==> config.mk <==
export PLATFORM = sky130hd
export DESIGN_NAME = shiftr_engine
export DESIGN_NICKNAME = d
export VERILOG_FILES = /design/src/rtl/shiftr_engine.sv
export SDC_FILE = /design/constraint.sdc
export NUM_CORES = 1
export LEC_CHECK = 0
export CAP_MARGIN = 30
export CORE_MARGIN = 5
export CORE_UTILIZATION = 45
export DETAILED_ROUTE_END_ITERATION = 16
export HOLD_SLACK_MARGIN = 0.02
export PLACE_DENSITY = 0.75
export SLEW_MARGIN = 0
export SYNTH_ARGS = -nofsm -noshare
export SYNTH_HDL_FRONTEND = slang
export SYNTH_SLANG_ARGS = --single-unit
==> constraint.sdc <==
create_clock -name clk -period 3.52 [get_ports clk]
set_input_delay 0.528 -clock clk [delete_from_list [all_inputs] [get_ports clk]]
set_output_delay 0.528 -clock clk [all_outputs]
set_load 0.03 [all_outputs]
==> src/rtl/shiftr_engine.sv <==
// Burst shift engine: shift-left/right, rotate-left and Fibonacci LFSR over a counted burst.
// Optional macro SHIFTR_ZERO_GUARD_EN: an all-zero seed loaded with mode 11 becomes 1 to avoid LFSR lock-up.
//
// state | meaning
// IDLE  | waiting for start, no shifting
// SHIFT | one shift per cycle, remaining-shift counter decrements
// DONE  | single cycle completion pulse, then IDLE
module shiftr_engine #(
  parameter int N = 8,
  parameter logic [N-1:0] TAPS = N'('hB8),
  parameter int CNT_W = 4
) (
  input  logic             clk,
  input  logic             reset,
  input  logic             load,
  input  logic [N-1:0]     seed,
  input  logic [1:0]       mode,
  input  logic             start,
  input  logic [CNT_W-1:0] len,
  input  logic             data,
  output logic [N-1:0]     q,
  output logic             sout,
  output logic             busy,
  output logic             done
);

  typedef enum logic [1:0] {
    IDLE  = 2'd0,
    SHIFT = 2'd1,
    DONE  = 2'd2
  } state_t;

  localparam logic [N-1:0]     Q_ONE   = N'(1);
  localparam logic [CNT_W-1:0] CNT_ONE = CNT_W'(1);

  state_t           state;
  logic [1:0]       mode_lat;
  logic [CNT_W-1:0] cnt;
  logic [N-1:0]     q_shift;
  logic             sout_shift;
  logic             fb;
  logic [N-1:0]     load_val;

  always_comb begin
    fb         = ^(q & TAPS);
    q_shift    = q;
    sout_shift = q[N-1];
    case (mode_lat)
      2'b00: begin
        q_shift    = {q[N-2:0], data};
        sout_shift = q[N-1];
      end
      2'b01: begin
        q_shift    = {data, q[N-1:1]};
        sout_shift = q[0];
      end
      2'b10: begin
        q_shift    = {q[N-2:0], q[N-1]};
        sout_shift = q[N-1];
      end
      default: begin
        q_shift    = {q[N-2:0], fb ^ data};
        sout_shift = q[N-1];
      end
    endcase
  end

  always_comb begin
    load_val = seed;
`ifdef SHIFTR_ZERO_GUARD_EN
    if (mode == 2'b11 && seed == '0) load_val = Q_ONE;
`endif
  end

  always_ff @(posedge clk) begin
    if (reset) begin
      q        <= '0;
      sout     <= 1'b0;
      state    <= IDLE;
      cnt      <= '0;
      mode_lat <= 2'b00;
      busy     <= 1'b0;
      done     <= 1'b0;
    end else if (load) begin
      // load aborts any burst silently; sout keeps the last shifted bit
      q     <= load_val;
      state <= IDLE;
      cnt   <= '0;
      busy  <= 1'b0;
      done  <= 1'b0;
    end else begin
      case (state)
        IDLE: begin
          if (start) begin
            mode_lat <= mode;
            cnt      <= len;
            if (len != '0) begin
              state <= SHIFT;
              busy  <= 1'b1;
            end else begin
              state <= DONE;
              done  <= 1'b1;
            end
          end
        end
        SHIFT: begin
          q    <= q_shift;
          sout <= sout_shift;
          cnt  <= cnt - CNT_ONE;
          if (cnt == CNT_ONE) begin
            state <= DONE;
            busy  <= 1'b0;
            done  <= 1'b1;
          end
        end
        DONE: begin
          state <= IDLE;
          done  <= 1'b0;
        end
        default: begin
          state <= IDLE;
          busy  <= 1'b0;
          done  <= 1'b0;
        end
      endcase
    end
  end

endmodule

==> results of run 1 <==
routing by layer:
metal / global-route usage (%) / share of wire [%] / up-vias
met1: 18.45 / 48 / 422
met3: 4.605 / 5.2 / 5
met2: 22.97 / 46 / 24
met5: 0 / 0 / -
li1: - / - / 494
met4: 3.974 / 1.1 / 0
flip-flops by register name (all words and copies together), names as in the netlist:
signal and cells:
state 2, q 8, busy 1, sout 1
mode_lat 2, cnt 4, done 1
power groups by stage:
stage / Clock (mW) / Sequential, mW / Combinational (mW)
after floorplan: 0 / 0.256 / 0.0610
after global placement: 0 / 0.244 / 0.115
after detailed placement: 0 / 0.244 / 0.117
after CTS: 0.111 / 0.239 / 0.118
after global routing: 0.119 / 0.242 / 0.127
final: 0.108 / 0.239 / 0.117
area by class of cell:
type / instances / area (um2) / share of cell area (%)
clock buffers: 3 / 22.52 / 1.664
clock inverters: 1 / 5.005 / 0.3697
flip-flops and latches: 19 / 380.4 / 28.10
repair buffers: 29 / 290.3 / 21.44
well taps: 28 / 35.03 / 2.588
inverters: 4 / 15.01 / 1.109
multi-input cells: 93 / 605.6 / 44.73
synthesized netlist by cell type, types with 2 or more instances:
cell	count
inv_1	4
buf_6	3
nor3_1	3
a21oi_1	14
nor2b_1	2
nor2_1	15
o21ai_0	3
mux2i_1	9
clkbuf_1	3
a211o_1	7
dfxtp_1	19
a211oi_1	4
nand2_1	12
a22oi_1	2
ha_1	2
nand3_1	3
kinds of logic after synthesis:
kind of cell / after synthesis
AOI/OAI and AO/OA: 35
xor gates and xnor gates: 3
adders and majority gates: 2
buffers and inverters: 11
DFF: 19
muxes: 9
and+or+nand+nor: 44
through the flow:
step	worst slack [ps]	cell area [um2]
2_1_floorplan	2078	1054
3_3_place_gp	1416	1326
3_5_place_dp	1375	1326
4_1_cts	1527	1354
5_1_grt	1484	1354
6_report	1540	1354
cell usage in the layout (no fill, tap or decap), types with 3 or more instances in the layout:
| cell type | count |
|---|---|
| clkdlybuf4s50_1 | 29 |
| dfxtp_1 | 19 |
| nor2_1 | 15 |
| a21oi_1 | 14 |
| nand2_1 | 12 |
| mux2i_1 | 9 |
| a211o_1 | 7 |
| inv_1 | 4 |
| a211oi_1 | 4 |
| o21ai_0 | 3 |
| nor3_1 | 3 |
| nand3_1 | 3 |
| clkbuf_4 | 3 |
worst min path at each step:
stage	endpoint	slack, ps	start
floorplan	q[0]	460	mode_lat[0]
global placement	done	450	done
detailed placement	done	460	done
CTS	done	470	done
global route	done	500	done
finish	done	470	done
==> impl_metrics.yaml, run 1 <==
route:
  finalWirelength_um: 2333
  drtIter0Drc: 19
  ant_nets: 0
  drt_first_pass_iters: 5
  vias_per_cell: 5.339
  wl_per_cell_um: 13.18
  vias: 945
  drc: 0
worst_setup_path:
  r2r_slack_ps: 1990
  slowest_stage: "clkdlybuf4s50_1"
  critPathArrivalTime_ps: 1450
  critPathTopFamily: "buffers and inverters"
  worst-path-buf-inv: 1
  endpoint: "q[3]"
  crit_type: "reg2out"
  crit_path_max_incr_delay_ps: 710
  end_kind: "output port"
  reg2reg_from: "mode_lat[0]"
  r2r-end: "q[2]"
  crit_path_start: "q[3]"
  startpoint_type: "flip-flop"
  crit_chain: "clkdlybuf4s50_1"
  cp_max_fo: 5
  worstPathRequired_ps: 2990
  cp.depth: 1
  r2r_cells: 4
sta:
  relSlewSlack_pct: 51.68
  finalCritPeriodShare_pct: 56.25
  rsz0062_at_grt: "false"
  worst_pin_slew_ps: 722.6
  finalHoldViolCount: 0
  setup_viol: 0
  setup_tns_ps: 0
  fmax_mhz: 505.1
  hold_ws_ps: 469.3
  finalMaxSlewViolations: 0
  finalCriticalPeriod_ps: 1980
  finClkSkew_ps: 3.955
cts:
  root_buffer: "clkbuf_4"
  worstSkewPairLatency_ps: 300
  cts_resized: 0
  cts_buffers: 3
  clock-sinks: 19
  h-tree-depth: 1
  postCtsSetupBuffers: 0
  cts.clk_slew.worst_paths_ps: 100
  cts_buffer_depth: 2
  cts_hold_buf: 0
  cts_tree: "built"
synth:
  synthMuxAreaShare_pct: 8.551
  synth_area_per_cell_um2: 8.565
  synth_xor_area_share_pct: 3.800
  synthFlopType: "dfxtp_1"
  synthAdderAreaFrac_pct: 2.375
  netlist_area_um2: 1054
  synth_cell_types: 34
  synth_cells: 123
  syn-num-nets: 144
  yosys_register_bits: 19
  synth_warnings: 0
  synth_compound_area_share_pct: 22.09
  ys_seq_area_share_pct: 36.10
  synth_edf_count: 0
  synth_area_leaders: "dfxtp_1, mux2i_1, a21oi_1, a211o_1, nor2_1"
  synth_top_cell_by_area: "dfxtp_1"
  async_flop_share_pct: 0
  synth_top_family_by_area: "compound AO/OA/AOI/OAI gates"
  synth-simple-area-share_pct: 20.67
  synth_top_area_share_pct: 36.10
floorplanning:
  rows: 17
  io_pins: 30
  die_y_um: 58.39
  core_um2: 2233
  start_util_pct: 47.17
  dieWidth_um: 58.39
  fp.dieArea_um2: 3409
min_path:
  hp-class: "reg2reg"
  min_path_cells: 2
grt:
  antenna_found_initial: 0
  grt_max_degree: 23
  overflow: 0
  grt_pass1_vias: 863
  grt_pass1_wl_um: 3815
  grt.total_usage_pct: 14.34
power:
  clkPwrFrac_pct: 23.3
  p_int_mw: 0.3291
  powerDensity_nw_per_um2: 343.2
  p_leak_nw: 0.4763
  pwr-share-comb_pct: 25.2
  p_sw_share_pct: 29.18
  netSwitchingPower_mw: 0.1356
  p_seq_share_pct: 51.5
  irDropWorstVdd_uv: 211.2
  power_mw: 0.4647
final_layout:
  layout-drive-gt1-share_pct: 5.369
  area_delta_synth_final_pct: 28.50
  fill_cells: 208
  final_util_pct: 60.62
  fin_nets: 171
  final_cells: 177
  antenna_cells: 0
outcome:
  status: "finished clean"
placement:
  portBuffers: 29
  hpwlAfterDp_um: 1762
  gp_congestion: 0.7609
  dp.cells: 173
job:
  drv_cap: 0
Note: power is estimated with default switching activity, not from simulation.
==> run 2: changes to the inputs <==
==> constraint.sdc (replaced) <==
create_clock -name clk -period 2.05 [get_ports clk]
set_input_delay 0.3075 -clock clk [delete_from_list [all_inputs] [get_ports clk]]
set_output_delay 0.3075 -clock clk [all_outputs]
set_load 0.03 [all_outputs]
==> run 2 against run 1 <==
Effect of this change: via count is 1.8% higher; final cell count up 1.1%; largest cell class unchanged; sequential share of layout area is 0.28 points lower; die area did not move; count of clock-buffer cells in the layout increased by 1; clock power increased by 73%; core utilization up 0.62 points; worst hold slack lost 1.1 ps; clock skew rose by 2.4 ps; largest power group unchanged; routed wire length is 1.1% higher; power rose by 72%.
==> impl_metrics.yaml, run 2 (synthesis gave the netlist of run 1 again) <==
outcome:
  status: "finished clean"
cts:
  clock-sinks: 19
  cts_hold_buf: 0
  worstSkewPairLatency_ps: 290
  cts_resized: 0
  cts_buffer_depth: 2
  cts_tree: "built"
  h-tree-depth: 1
  root_buffer: "clkbuf_4"
  cts.clk_slew.worst_paths_ps: 110
  cts_buffers: 3
  postCtsSetupBuffers: 0
route:
  wl_per_cell_um: 13.18
  finalWirelength_um: 2359
  vias_per_cell: 5.374
  vias: 962
  drc: 0
  drt_first_pass_iters: 5
  ant_nets: 0
  drtIter0Drc: 19
sta:
  rsz0062_at_grt: "false"
  setup_viol: 0
  finalMaxSlewViolations: 0
  finalHoldViolCount: 0
  finalCritPeriodShare_pct: 85.51
  setup_tns_ps: 0
  finalCriticalPeriod_ps: 1753
  finClkSkew_ps: 6.334
  hold_ws_ps: 468.2
  relSlewSlack_pct: 62.68
  fmax_mhz: 570.5
  worst_pin_slew_ps: 557.3
worst_setup_path:
  r2r_slack_ps: 500
  endpoint: "q[3]"
  worstPathRequired_ps: 1740
  crit_type: "reg2out"
  end_kind: "output port"
  r2r_cells: 4
  cp_max_fo: 5
  reg2reg_from: "mode_lat[0]"
  critPathArrivalTime_ps: 1450
  r2r-end: "q[3]"
  worst-path-buf-inv: 1
  cp.depth: 1
  critPathTopFamily: "buffers and inverters"
  crit_chain: "clkdlybuf4s50_1"
  startpoint_type: "flip-flop"
  crit_path_start: "q[3]"
  slowest_stage: "clkdlybuf4s50_1"
  crit_path_max_incr_delay_ps: 710
grt:
  antenna_found_initial: 0
  overflow: 0
  grt_pass1_vias: 920
  grt_max_degree: 21
  grt_pass1_wl_um: 4008
  grt.total_usage_pct: 14.89
final_layout:
  layout-drive-gt1-share_pct: 5.960
  area_delta_synth_final_pct: 29.81
  final_cells: 179
  layout_common_cells: "clkdlybuf4s50_1, dfxtp_1, nor2_1"
  largest-register: "q"
  largest_registers: "q (8), cnt (4)"
  layout_commonest_cell: "clkdlybuf4s50_1"
  antenna_cells: 0
  largest_reg_flops: 8
  fin_nets: 173
power:
  p_seq_share_pct: 51.4
  p_sw_share_pct: 28.83
  p_leak_nw: 0.4832
  power_mw: 0.8011
  pwr-share-comb_pct: 25.3
  netSwitchingPower_mw: 0.2310
  clkPwrFrac_pct: 23.3
  powerDensity_nw_per_um2: 585.8
  p_int_mw: 0.5701
  irDropWorstVdd_uv: 423.0
placement:
  dp.cells: 175
  portBuffers: 29
  gp_congestion: 0.7495
  hpwlAfterDp_um: 1731
min_path:
  min_path_cells: 2
  hp-class: "reg2reg"
floorplanning:
  fp.dieArea_um2: 3409
  core_um2: 2233
  rows: 17
  start_util_pct: 47.17
  die_y_um: 58.39
  dieWidth_um: 58.39
  io_pins: 30
job:
  drv_cap: 0
==> run 2: cell count changes in the layout (fill, tap and decap cells not counted) <==
| cell | before | now |
|---|---|---|
| buf_4 | 0 | 2 |
| clkbuf_1 | 0 | 1 |
| clkinv_2 | 1 | 0 |
==> run 2: per-layer routing <==
layer / GRT usage (%) / vias up / part of all wire [%]
li1: - / 498 / -
met1: 20.45 / 439 / 51
met2: 22.17 / 21 / 43
met3: 3.070 / 4 / 4.8
met4: 6.954 / 0 / 1.4
met5: 0 / - / 0
==> run 2: cell type report <==
cell class | count | area (um2)
inverter | 4 | 15.01
clock buffer | 4 | 26.28
sequential | 19 | 380.4
timing repair buffer | 31 | 305.3
tap | 28 | 35.03
fill | 224 | 865.8
multi-input combinational | 93 | 605.6
==> run 2: worst min-delay path: cells and delay by family, from the launching register on <==
kind / cells / cell delay [ps]
flops: 1 / 330
buf+inv: 1 / 50
compound gates: 1 / 50
==> run 2: power by group through the flow <==
| stage | registers (mW) | logic (mW) | clock network (mW) |
|---|---|---|---|
| global route | 0.415 | 0.221 | 0.216 |
| finish | 0.411 | 0.203 | 0.187 |
| CTS | 0.411 | 0.204 | 0.196 |
| global placement | 0.419 | 0.200 | 0 |
| detailed placement | 0.420 | 0.202 | 0 |
| floorplan | 0.440 | 0.105 | 0 |
==> run 2: worst min path at each step <==
| stage | start | endpoint | slack [ps] |
|---|---|---|---|
| final | done | done | 470 |
| after detailed placement | done | done | 450 |
| after CTS | done | done | 470 |
| after floorplan | seed[6] | q[6] | 440 |
| after global placement | done | done | 450 |
| after global routing | done | done | 480 |
==> run 2: metrics by stage <==
stage,utilization [%],cell area [um2],setup slack [ps]
2_1_floorplan,-,1054,607.7
3_3_place_gp,60.06,1341,387.1
3_5_place_dp,60.06,1341,378.8
4_1_cts,61.23,1368,283.7
5_1_grt,61.23,1368,229.4
6_report,61.23,1368,297.0
==> run 3: changes to the inputs <==
--- a/config.mk
+++ b/config.mk
@@ -5,7 +5,7 @@
 export SDC_FILE = /design/constraint.sdc
 export NUM_CORES = 1
 export LEC_CHECK = 0
-export CAP_MARGIN = 30
+export CAP_MARGIN = 10
 export CORE_MARGIN = 5
 export CORE_UTILIZATION = 45
 export DETAILED_ROUTE_END_ITERATION = 16
==> results of run 3 <==
Same layout as run 2: the final DEF is identical, and so are final timing and power.
